===== src/rtl/hop_route_sched.sv =====
// Shared XY hop-decrement / route-decision unit. Requesting input ports take turns
// through a round-robin arbiter, and one registered result is produced per grant.
module hop_route_sched #(
    parameter int NREQ = 5,
    parameter int SW   = 3
) (
    input  logic              clk,
    input  logic              rst,
    input  logic [NREQ-1:0]   req_vld,
    output logic [NREQ-1:0]   req_rdy,
    input  logic [4*NREQ-1:0] req_x,
    input  logic [4*NREQ-1:0] req_y,
    input  logic [NREQ-1:0]   req_xs,
    input  logic [NREQ-1:0]   req_ys,
    output logic              out_vld,
    input  logic              out_rdy,
    output logic [SW-1:0]     out_src,
    output logic [3:0]        out_x,
    output logic [3:0]        out_y,
    output logic [4:0]        out_port,
    output logic              err
);

    localparam logic [4:0] PORT_L = 5'b00001;
    localparam logic [4:0] PORT_N = 5'b00010;
    localparam logic [4:0] PORT_E = 5'b00100;
    localparam logic [4:0] PORT_S = 5'b01000;
    localparam logic [4:0] PORT_W = 5'b10000;

    logic          out_vld_q, out_vld_d;
    logic [SW-1:0] out_src_q, out_src_d;
    logic [3:0]    out_x_q,   out_x_d;
    logic [3:0]    out_y_q,   out_y_d;
    logic [4:0]    out_port_q, out_port_d;
    logic          err_q,     err_d;
    logic [SW-1:0] ptr_q,     ptr_d;

    logic          slot_free;
    logic          found;
    logic          gnt;
    logic [SW-1:0] gnt_idx;
    logic [3:0]    gnt_x, gnt_y;
    logic          gnt_xs, gnt_ys;
    logic          legal;

    // Round-robin search starting at ptr_q, wrapping modulo NREQ.
    always_comb begin
        // NOTE: every combinational output gets a default first so no latch is inferred.
        slot_free = !out_vld_q || out_rdy;
        found     = 1'b0;
        gnt_idx   = '0;
        for (int k = 0; k < NREQ; k++) begin
            int j;
            j = int'(ptr_q) + k;
            if (j >= NREQ) j = j - NREQ;
            if (!found && req_vld[j]) begin
                found   = 1'b1;
                gnt_idx = SW'(j);
            end
        end
        gnt     = slot_free && found && !rst;
        req_rdy = gnt ? (NREQ'(1) << gnt_idx) : '0;
    end

    always_comb begin
        gnt_x  = req_x[int'(gnt_idx)*4 +: 4];
        gnt_y  = req_y[int'(gnt_idx)*4 +: 4];
        gnt_xs = req_xs[gnt_idx];
        gnt_ys = req_ys[gnt_idx];
        legal  = $onehot(gnt_x) && $onehot(gnt_y);
    end

    always_comb begin
        out_vld_d  = out_vld_q;
        out_src_d  = out_src_q;
        out_x_d    = out_x_q;
        out_y_d    = out_y_q;
        out_port_d = out_port_q;
        err_d      = err_q;
        ptr_d      = ptr_q;

        if (slot_free) begin
            // A drained slot with nothing legal to load goes empty.
            out_vld_d = 1'b0;
            if (gnt) begin
                ptr_d = (int'(gnt_idx) == NREQ - 1) ? '0 : gnt_idx + 1'b1;
                if (legal) begin
                    out_vld_d = 1'b1;
                    out_src_d = gnt_idx;
                    out_x_d   = gnt_x;
                    out_y_d   = gnt_y;
                    if (gnt_x != 4'b0001) begin
                        out_x_d    = gnt_x >> 1;
                        out_port_d = gnt_xs ? PORT_W : PORT_E;
                    end else if (gnt_y != 4'b0001) begin
                        out_y_d    = gnt_y >> 1;
                        out_port_d = gnt_ys ? PORT_S : PORT_N;
                    end else begin
                        out_port_d = PORT_L;
                    end
                end else begin
                    err_d = 1'b1;
                end
            end
        end
    end

    // NOTE: sequential state uses non-blocking assignments so all registers update together.
    always_ff @(posedge clk) begin
        if (rst) begin
            out_vld_q  <= 1'b0;
            out_src_q  <= '0;
            out_x_q    <= '0;
            out_y_q    <= '0;
            out_port_q <= '0;
            err_q      <= 1'b0;
            ptr_q      <= '0;
        end else begin
            out_vld_q  <= out_vld_d;
            out_src_q  <= out_src_d;
            out_x_q    <= out_x_d;
            out_y_q    <= out_y_d;
            out_port_q <= out_port_d;
            err_q      <= err_d;
            ptr_q      <= ptr_d;
        end
    end

    assign out_vld  = out_vld_q;
    assign out_src  = out_src_q;
    assign out_x    = out_x_q;
    assign out_y    = out_y_q;
    assign out_port = out_port_q;
    assign err      = err_q;

endmodule

===== config.mk =====
export PLATFORM = sky130hd
export DESIGN_NAME = hop_route_sched
export DESIGN_NICKNAME = d
export VERILOG_FILES = /design/src/rtl/hop_route_sched.sv
export SDC_FILE = /design/constraint.sdc
export NUM_CORES = 1
export LEC_CHECK = 0
export ABC_CLOCK_PERIOD_IN_PS = 6500
export CORE_MARGIN = 8
export CORE_UTILIZATION = 40
export DETAILED_ROUTE_END_ITERATION = 16
export PLACE_DENSITY = 0.69
export SYNTH_ARGS = -nofsm -noshare
export SYNTH_HDL_FRONTEND = slang
export SYNTH_SLANG_ARGS = --single-unit

===== constraint.sdc =====
create_clock -name clk -period 6.5 [get_ports clk]
set_input_delay 0.65 -clock clk [delete_from_list [all_inputs] [get_ports clk]]
set_output_delay 0.65 -clock clk [all_outputs]
set_load 0.02 [all_outputs]

[After elaboration in Yosys (flattened, before gate mapping)]
Index checks and enable logic that the tools add are counted.
Word-level totals
  output and inout bits: 23
  input port bits: 58
  word-level logic and storage cells: 105
  flip-flop bits (word level): 21
Operators by class
  bitwise operators: 1
  shift operators: 3
  reduce and logical (&&, ||, !) cells: 17
  $lt $le $gt $ge: 11
  eq/ne operators: 5
  $add $sub $neg: 16
  multiplexer cells: 45
Operators with widths (number)
  $lt 32x5->1 const B: 5
  $mux 32: 5
  $shiftx 20x6->4: 2
  $bmux 1 s3: 7
  $mux 4: 5
  $sub 4x3->5 const B: 4
  $mux 1: 19
  $mux 3: 6
  $ge 4x3->1 const B: 4
  $mux 5: 3
  $add 1x1->2: 4
  $add 3x2->4 const B: 2
  $ne 4x1->1 const B: 2
  $logic_and 1x1->1: 7
  $add 2x2->3: 2
  $eq 3x1->1 const B: 2
  $logic_not 1->1: 6
  $reduce_and 3->1: 2
  $shl 1x3->5 const A: 1
  $add 3x1->4 const B: 1
  $add 3x3->4 const B: 1
  $lt 3x4->1 const B: 1
  $sub 3x3->4 const B: 1
  $add 3x1->3 const B: 1
  5 further kinds: 5

[Longest topological paths before layout]
  depth after elaboration: 25
  gate-level depth with buffers: 29
  gate-level depth less buffers: 26

[Worst setup path after synthesis]
No wires, ideal clock.
  path type: register to register
  start point: register ptr_q[1]
  end point: register out_port_q[0] (netlist: out_port[0])
  arrival: 5881 ps
  buffers on the path: 4
  data required time: 6429 ps
  slack: 549 ps
  setup time: 71 ps
  stages on the path, launching flop included: 29
  clock period less this slack: 5951 ps
  cell sequence: dfxtp_1 > clkbuf_1 > inv_1 > ha_1 > inv_1 > ha_1 > clkbuf_1 > o31a_1 > o22a_1 > mux2_1 > o211a_2 > and4bb_1 > nand3b_1 > a21o_1 > inv_2 > buf_2 > mux2_1 > o22ai_1 > nor2_1 > fa_1 > ha_1 > ha_1 > nor2_1 > nand4_1 > inv_1 > and2_0 > clkbuf_1 > nand3_1 > a21oi_1
On the way
  cells in the longest elaborated chain, start to end: 24
  elaborated cells on any way between the ends: 70
  classes of those cells: 15 x add/sub; 5 x order compare; 4 x eq/ne; 2 x shift; 32 x mux; 12 x reduce/logical
RTL lines
  from (decl): line 36  | logic [SW-1:0] ptr_q, ptr_d;
  from (signal assigned): line 125  | ptr_q <= ptr_d;
  parallel branches: the longest is 17 deep, another holds $sub 4x3->5
  $mux 3 (*): line 56  | if (!found && req_vld[j]) begin
  named net gnt_idx[0]: line 41  | logic [SW-1:0] gnt_idx;
  $shiftx 20x6->4, on equally long branches: line 66, 67
  $add 1x1->2 (implied by the code): line 70  | legal = $onehot(gnt_x) && $onehot(gnt_y);
  $add 2x2->3 (implied by the code): line 70
  $eq 3x1->1: line 70
  $logic_and 1x1->1: line 70
  $reduce_and 3->1 (no line)
  to (signal assigned): line 123  | out_port_q <= out_port_d;
  to (decl): line 34  | logic [4:0] out_port_q, out_port_d;
Mark *: on every way through the listed nets, which the timed path passes. The select of a mux whose other input is x is not followed.
A chain may end at the register's enable or synchronous reset.

[Worst setup path after layout]
  start point: register ptr_q[1]
  end point: register out_y_q[3] (netlist: out_y[3])
On the way
  cells in the longest elaborated chain, start to end: 24
  elaborated cells on any way between the ends: 70
  classes of those cells: 15 x add/sub; 5 x order compare; 4 x eq/ne; 2 x shift; 32 x mux; 12 x reduce/logical
RTL lines
  parallel branches: the longest is 17 deep, another holds $sub 4x3->5
  $mux 3 (*): line 56
  named net gnt_idx[1]: line 41
  $shiftx 20x6->4, on equally long branches: line 66, 67
  $add 1x1->2 (implied by the code): line 70
  $add 2x2->3 (implied by the code): line 70
  $eq 3x1->1: line 70
  $logic_and 1x1->1: line 70
  $reduce_and 3->1 (no line)
  to (signal assigned): line 122  | out_y_q <= out_y_d;
  to (decl): line 33  | logic [3:0] out_y_q, out_y_d;
Marks and branches as above.

==> flow_summary.yaml <==
run_status:
  status: "finished, final reports clean"
logic_synthesis:
  yosys-top-cells-area: "dfxtp_1 (15%), ha_1 (11%), mux2i_1 (7.3%)"
  yosysTopAreaCell: "dfxtp_1"
  synth_edf_count: 0
  syn_area_per_cell_um2: 7.96
  yosysMostFrequentCell: "nand2_1"
  synth-seq-cells: 21
  syn-instance-count: 345
  async_reset_ff_share_pct: 0
  synth.top_cell.area_share_pct: 15.3
  synth_warnings: 0
  synth_fp_nets: 429
  seq_area_frac_synth_pct: 15.3
  synth_common_cells: "nand2_1 (46), ha_1 (24), dfxtp_1 (21), nor2_1 (21), mux2i_1 (20)"
  netlist_area_mm2: 0.00275
  ys.flop_type: "dfxtp_1"
  ys_types: 76
clock_network:
  htreeDepth: 1
  cts_resized: 0
  cts-root-buf: "clkbuf_8"
  cts_inserted_buffers: 3
  cts-hold-fix-buffers: 0
  clkSinkCount: 21
  cts_max_path_buffers: 2
  post_cts.repair.setup_buffers: 0
  worstSkewPairLatency_ns: 0.28
  cts_tree: "built"
  clk_pin_slew_worst_paths_ns: 0.10
drt:
  drt_iter0_drc: 180
  ant_nets: 0
  wl_per_cell_um: 18.5
  dr_wl_met2_mm: 4.32
  top_layer_used: "met4"
  vias_per_cell: 5.97
  first_pass_iters: 5
  wl_met1_mm: 3.98
  drc_errors: 0
  routed_wl_mm: 9.25
  num_vias: 2990
  dr_wl_met3_um: 793
timing:
  slew_headroom_pct: 40.5
  worst_pin_slew_ns: 0.890
  finalCritPeriodShare_pct: 94.2
  fin_crit_ns: 6.13
  hold_viol_final: 0
  skew_ns: 0.0113
  max_freq_mhz: 163
  tns_ns: 0
  grt_setup_unrepaired: "false"
  finalSetupViolCount: 0
  slew_violations: 0
hold_path:
  min_path_type: "reg -> reg"
worst_setup_path:
  cp_max_fo: 17
  worstPathCellList: "inv_1 -> ha_1 -> inv_1 -> ha_1 -> a211oi_1 -> o22a_1 -> mux2_1 -> o211a_2 -> and4bb_1 -> nand2b_1 -> mux2_2 -> clkinvlp_4 -> nand3_1 -> o221ai_1 -> fa_1 -> inv_1 -> ha_1 -> ha_1 -> nor2_1 -> nand4_1 -> inv_1 -> nand2_2 -> or3_1 -> a21oi_1"
  cpLargestDelayFamily: "adder cells"
  crit_buf_inv: 5
  end_kind: "flip-flop"
  cp.arrival_ns: 6.31
  cpPeakStageDelay_ns: 0.54
  critPathRequiredTime_ns: 6.69
  start_kind: "flip-flop"
  critPathKind: "reg -> reg"
  crit_slowest_cell: "fa_1"
place:
  dp.cells: 497
  placed_cell_area_mm2: 0.00362
  place.detailed.hpwl_mm: 7.19
  portBuffers: 80
  gp_congestion: 1.03
floorplanning:
  core-area_mm2: 0.00672
  ios: 81
  die_y_um: 98.9
  die_x_um: 98.9
  row_count: 30
  die_area_mm2: 0.00977
  initial_core_util_pct: 40.9
grt:
  grt_overflow: 0
  grt_start_max_net_pins: 25
  grt_pass1_vias: 3068
  antenna_found_initial: 0
  track_usage_pct: 19.1
  grt_pass1_wl_mm: 15.4
layout:
  syn_to_final_growth_pct: 34.1
  fin_nets: 506
  fillers: 648
  fin_cells: 501
  antenna_cells: 0
  finalInstanceArea_mm2: 0.00368
  drive_gt1_share_pct: 9.50
  fin_util_pct: 54.8
flow_run:
  drv_cap: 0
## worst paths after layout
check,from,end,slack (ns),depth (start not counted)
setup / recovery,ptr_q[1]$_SDFFE_PP0P_,out_y[3]$_SDFFE_PP0P_,0.37,24
hold / removal,out_port[3]$_SDFFE_PP0P_,out_port[3]$_SDFFE_PP0P_,0.47,2
setup reg to reg,ptr_q[1]$_SDFFE_PP0P_,out_y[3]$_SDFFE_PP0P_,0.37,24
hold reg to reg,out_port[3]$_SDFFE_PP0P_,out_port[3]$_SDFFE_PP0P_,0.47,2
## layout by cell type, fill, tap and decap left out, drive strengths merged, types with 6 or more instances in the layout
cell / Yosys / final
o31ai: 6 / 6
a21oi: 19 / 19
a211oi: 7 / 7
buf: 9 / 9
nand2: 48 / 48
mux2: 8 / 8
o21ai: 6 / 6
inv: 17 / 16
nand3: 14 / 14
dfxtp: 21 / 21
ha: 24 / 24
nand3b: 7 / 7
mux2i: 20 / 20
clkdlybuf4s50: 0 / 80
and3: 6 / 6
nor3: 13 / 13
nor2: 21 / 21
## area by class of cell
type                    instances  area [µm²]  area share, %
multi-input cells             289        2170           59.0
repair buffers                 89         868           23.6
flip-flops and latches         21         420           11.4
well taps                      80         100           2.72
inverters                      18        72.6           1.97
clock buffers                   3        41.3           1.12
clock inverters                 1        7.51          0.204
## registers in the layout (all words and copies together) (netlist names)
name / count
out_x: 4
out_vld: 1
out_port: 5
out_src: 3
out_y: 4
ptr_q: 3
err: 1
## per-layer routing
layer	GRT usage, %	vias to the layer above
met1	23.8	1387
met5	0	-
met2	30.7	137
li1	-	1445
met3	5.99	21
met4	5.19	0
## tightest hold or removal path: stages, from the launching register on
cell and delay (ns):
dfxtp_1 0.32, nand2_1 0.05, a21oi_1 0.05
## cell families after synthesis
| kind of cell | after synthesis | synth area share (%) |
|---|---|---|
| adder cells (fa/ha/maj) | 26 | 12.4 |
| XOR/XNOR | 3 | 0.957 |
| buffers and inverters | 35 | 5.74 |
| multiplexers | 32 | 14.3 |
| AO/OA/AOI/OAI | 86 | 23.7 |
| AND/OR/NAND/NOR | 142 | 27.7 |
| flip-flops | 21 | 15.3 |
## metrics by stage
step | hold WS [ns] | worst slack [ns]
floorplan | 0.530 | 0.549
finish | 0.467 | 0.375
CTS | 0.468 | 0.172
detailed placement | 0.452 | 0.0896
global route | 0.483 | 0.00886
global placement | 0.448 | 0.278
Power is not shown: default switching activity piles up to over one toggle a cycle in this logic, so the estimate is an artifact.
